File: src/rtl/serial_sum_collector.sv
// serial_sum_collector
// Result-side controller and deserializer for an N-bit Mealy serial adder.
// Sequences LOAD -> N x SHIFT -> DONE, assembles the LSB-first sum bits
// into a parallel word, captures the final carry and holds the result
// under a valid/ack handshake.

module serial_sum_collector #(
    parameter int N  = 8,
    parameter int CW = 4
) (
    input  logic         i_clk,
    input  logic         i_rst_n,
    input  logic         i_start,
    input  logic         i_sum,
    input  logic         i_cout,
    input  logic         i_ack,
    output logic         o_ld,
    output logic         o_clr_c,
    output logic         o_shift,
    output logic         o_busy,
    output logic [N-1:0] o_sum,
    output logic         o_cout,
    output logic         o_valid
);

    localparam logic [1:0] IDLE  = 2'd0;
    localparam logic [1:0] LOAD  = 2'd1;
    localparam logic [1:0] SHIFT = 2'd2;
    localparam logic [1:0] DONE  = 2'd3;

    // Count value seen during the final shift cycle.
    localparam logic [CW-1:0] LAST = CW'(N - 1);

    logic [1:0]    state;
    logic [1:0]    next_state;
    logic [CW-1:0] count;
    logic [N-1:0]  sum_q;
    logic          cout_q;

    // Next-state decode; start is only honoured in IDLE, ack only in DONE.
    always_comb begin
        // NOTE: default assignment first so no path leaves next_state unassigned (no latch).
        next_state = state;
        case (state)
            IDLE:    if (i_start) next_state = LOAD;
            LOAD:    next_state = SHIFT;
            SHIFT:   if (count == LAST) next_state = DONE;
            DONE:    if (i_ack) next_state = IDLE;
            default: next_state = IDLE;
        endcase
    end

    // State register; reset always lands in IDLE, discarding any result in flight.
    always_ff @(posedge i_clk or negedge i_rst_n) begin
        // NOTE: sequential state uses non-blocking assignments so all flops update together.
        if (!i_rst_n) state <= IDLE;
        else          state <= next_state;
    end

    // Datapath: clear on LOAD, shift in one sum bit per SHIFT cycle, grab carry on the last.
    always_ff @(posedge i_clk or negedge i_rst_n) begin
        if (!i_rst_n) begin
            count  <= '0;
            sum_q  <= '0;
            cout_q <= 1'b0;
        end else begin
            case (state)
                LOAD: begin
                    count  <= '0;
                    sum_q  <= '0;
                    cout_q <= 1'b0;
                end
                SHIFT: begin
                    sum_q <= {i_sum, sum_q[N-1:1]};
                    count <= count + 1'b1;
                    if (count == LAST) cout_q <= i_cout;
                end
                default: ;
            endcase
        end
    end

    // Control outputs come from the state register alone, so no input reaches them combinationally.
    assign o_ld    = (state == LOAD);
    assign o_clr_c = (state == LOAD);
    assign o_shift = (state == SHIFT);
    assign o_busy  = (state == LOAD) || (state == SHIFT);
    assign o_valid = (state == DONE);
    assign o_sum   = sum_q;
    assign o_cout  = cout_q;

endmodule

File: config.mk
export PLATFORM = sky130hd
export DESIGN_NAME = serial_sum_collector
export DESIGN_NICKNAME = d
export VERILOG_FILES = /design/src/rtl/serial_sum_collector.sv
export SDC_FILE = /design/constraint.sdc
export NUM_CORES = 1
export LEC_CHECK = 0
export CAP_MARGIN = 20
export CELL_PAD_IN_SITES_DETAIL_PLACEMENT = 0
export CELL_PAD_IN_SITES_GLOBAL_PLACEMENT = 2
export CORE_MARGIN = 10
export CORE_UTILIZATION = 27
export CTS_CLUSTER_SIZE = 30
export DETAILED_ROUTE_END_ITERATION = 12
export GPL_TIMING_DRIVEN = 0
export PLACE_DENSITY = 0.71
export SLEW_MARGIN = 20
export SYNTH_ARGS = -nofsm -noshare
export SYNTH_HDL_FRONTEND = slang
export SYNTH_SLANG_ARGS = --single-unit
File: constraint.sdc
create_clock -name i_clk -period 2.8 [get_ports i_clk]
set_input_delay 0.56 -clock i_clk [delete_from_list [all_inputs] [get_ports i_clk]]
set_output_delay 0.56 -clock i_clk [all_outputs]
set_load 0.02 [all_outputs]
==> impl_metrics.toml <==
[route]
drtIter0Drc = 31
drc = 0
routed_wl_mm = 1.78
first_pass_iters = 4
viasPerCell = 4.56
routedWlPerCell_um = 13.5
drtAntennaViolNets = 0
num_vias = 602

[setup_path]
critical_path_arrival_ns = 1.73
path_cells = "inv_1, ha_1, clkdlybuf4s50_1"
crit_path_top_delay_cell = "clkdlybuf4s50_1"
r2r_cells = 5
slowest_delay_ns = 0.61
worstSetupPathType = "flop to primary output"
start_kind = "flop"
cp_max_fo = 4
endpoint_kind = "primary output"
crit_required_ns = 2.24

[timing]
final-hold-violation-count = 0
period_share_pct = 81.7
maxSlewViolCount = 0
tightest_slew_ns = 0.678
max_freq_mhz = 437
setup_viol = 0
clock_skew_ns = 0.000430
fin_setup_tns_ns = 0
rsz0062_at_grt = "no"
period_minus_slack_ns = 2.29
relSlewSlack_pct = 54.7

[synthesis]
avgSynthCellArea_um2 = 9.61
synth_cell_types = 20
synth_ff_type = "dfrtp_1"
synth-seq-area-share_pct = 50.1
synth_cells = 78
yosysWarnings = 0
synthArstFlopShare_pct = 100
synth_edf_count = 0
syn-num-nets = 90
netlist_area_um2 = 749
synth-seq-cells = 15

[grt]
antenna_found_initial = 0
grt_pass1_wl_mm = 3.19
first_global_vias = 702
grt-ovfl-total = 0
grt_use_total_pct = 7.52
grt_max_degree = 16

[status]
outcome = "finished, final reports clean"

[layout]
drive_gt1_share_pct = 7.92
multi_input_area_um2 = 293
nets = 114
seq_area_um2 = 375
area_delta_synth_final_pct = 34.1
antenna_cells = 0
fillers = 297

[pwr]
seqPwrFrac_pct = 29.6
power_density_nw_per_um2 = 968
clkPwrFrac_pct = 13.0
irDropWorstVdd_mv = 0.407
p_sw_mw = 0.433
power_mw = 0.972
internal-power_mw = 0.539
power_frac_comb_pct = 57.4
switching_share_pct = 44.5
cellLeakagePower_nw = 0.443

[min_path]
min_path_type = "flop to flop"
min_path_cells = 1

[placed_design]
hpwl_mm = 1.30
place.gp.congestion = 0.723
port_buffers = 19

[cts]
post_cts_buffers = 0
hold_buffers = 0
cts_sinks = 15
clockBufferDepth = 2
path_clk_slew_ns = 0.09
cts-root-buf = "clkbuf_4"
h-tree-depth = 1
cts_buffers = 3
clock_latency_ns = 0.28
cts_tree = "done"
post_cts_resize_count = 0

[floorplan]
die_w_um = 72.7
die_h_um = 72.7
row_count = 19
dieArea_um2 = 5280
io_pins = 20
core_area_um2 = 2710
start_util_pct = 27.7

[job]
max_cap_violations = 0
area by class of cell:
cell class                      instances  area share, %
Sequential cell                        15           37.4
Multi-Input combinational cell         44           29.1
Timing Repair Buffer                   19           18.9
Inverter                               14           5.23
Tap cell                               31           3.86
Buffer                                  5           2.86
Clock buffer                            4           2.62
through the flow:
step | setup slack (ns) | area [um^2] | std cells | hold slack, ns | util, %
final | 0.512 | 1000 | 132 | 0.516 | 37.1
after global routing | 0.398 | 1000 | 132 | 0.551 | 37.1
after CTS | 0.486 | 1000 | 132 | 0.522 | 37.1
after detailed placement | 0.814 | 978 | 128 | 0.509 | 36.1
after global placement | 0.807 | 978 | 128 | 0.494 | 36.1
after floorplan | 1.20 | 749 | 78 | 0.264 | -
cell usage in the layout, fill, tap and decap left out:
cell / instances
clkbuf_1: 2
o211ai_1: 1
inv_1: 14
buf_2: 2
o2bb2ai_1: 1
nand3b_1: 1
nand2_1: 3
a22oi_1: 1
clkdlybuf4s50_1: 19
mux2i_1: 2
a2bb2oi_1: 1
nor2b_1: 1
or3_2: 1
dfrtp_1: 15
buf_4: 2
o21ai_0: 11
clkbuf_4: 3
a222oi_1: 1
nand3_1: 11
nor2_1: 2
a21oi_1: 1
ha_1: 6
routing by layer:
metal	global-route usage, %	part of all wire, %	up-vias
met1	8.18	45	279
met3	4.35	11	2
met4	3.16	0.68	0
li1	-	-	303
met5	0	0	-
met2	11.7	43	18
path summary, 6_finish.rpt:
check / startpoint / end / slack (ns)
max: state[0] / o_busy / 0.51
min: count[0] / count[0] / 0.52
max reg2reg: state[0] / o_sum[0] / 1.14
min reg2reg: count[0] / count[0] / 0.52
max in group asynchronous: i_rst_n / o_cout / 1.69
min in group asynchronous: i_rst_n / o_sum[4] / 0.68
logic make-up (layout without fill, tap and decap cells):
family,after synthesis,after routing,synth area share (%)
AND/OR/NAND/NOR,19,19,12.7
buffers and inverters,19,42,10.9
AO/OA/AOI/OAI,17,17,13.7
flip-flops,15,15,50.1
adder cells (fa/ha/maj),6,6,10.0
multiplexers,2,2,2.67
synth_stat cells (all sizes together) (2+ instances only):
cell type,count,area [um^2]
buf,4,25.0
dfrtp,15,375
ha,6,75.1
inv,14,52.6
mux2i,2,20.0
nand2,3,11.3
nand3,11,55.1
nor2,2,7.51
o21ai,11,55.1
registers in the layout (all words and copies together) (netlist names):
name,flops
count,4
state,2
o_sum,8
o_cout,1
critical path, delay by kind of cell (launching register included):
family     cells  cell delay, ns
buf+inv        2            0.71
fa+ha+maj      1            0.32
flops          1            0.42
power by group through the flow:
stage          logic (mW)  clock network, mW  registers, mW
2_1_floorplan       0.359                  0          0.300
3_3_place_gp        0.577                  0          0.292
3_5_place_dp        0.574                  0          0.293
4_1_cts             0.576              0.133          0.288
5_1_grt             0.630              0.145          0.294
6_report            0.558              0.127          0.288
Power figures use the tool's default switching activity.
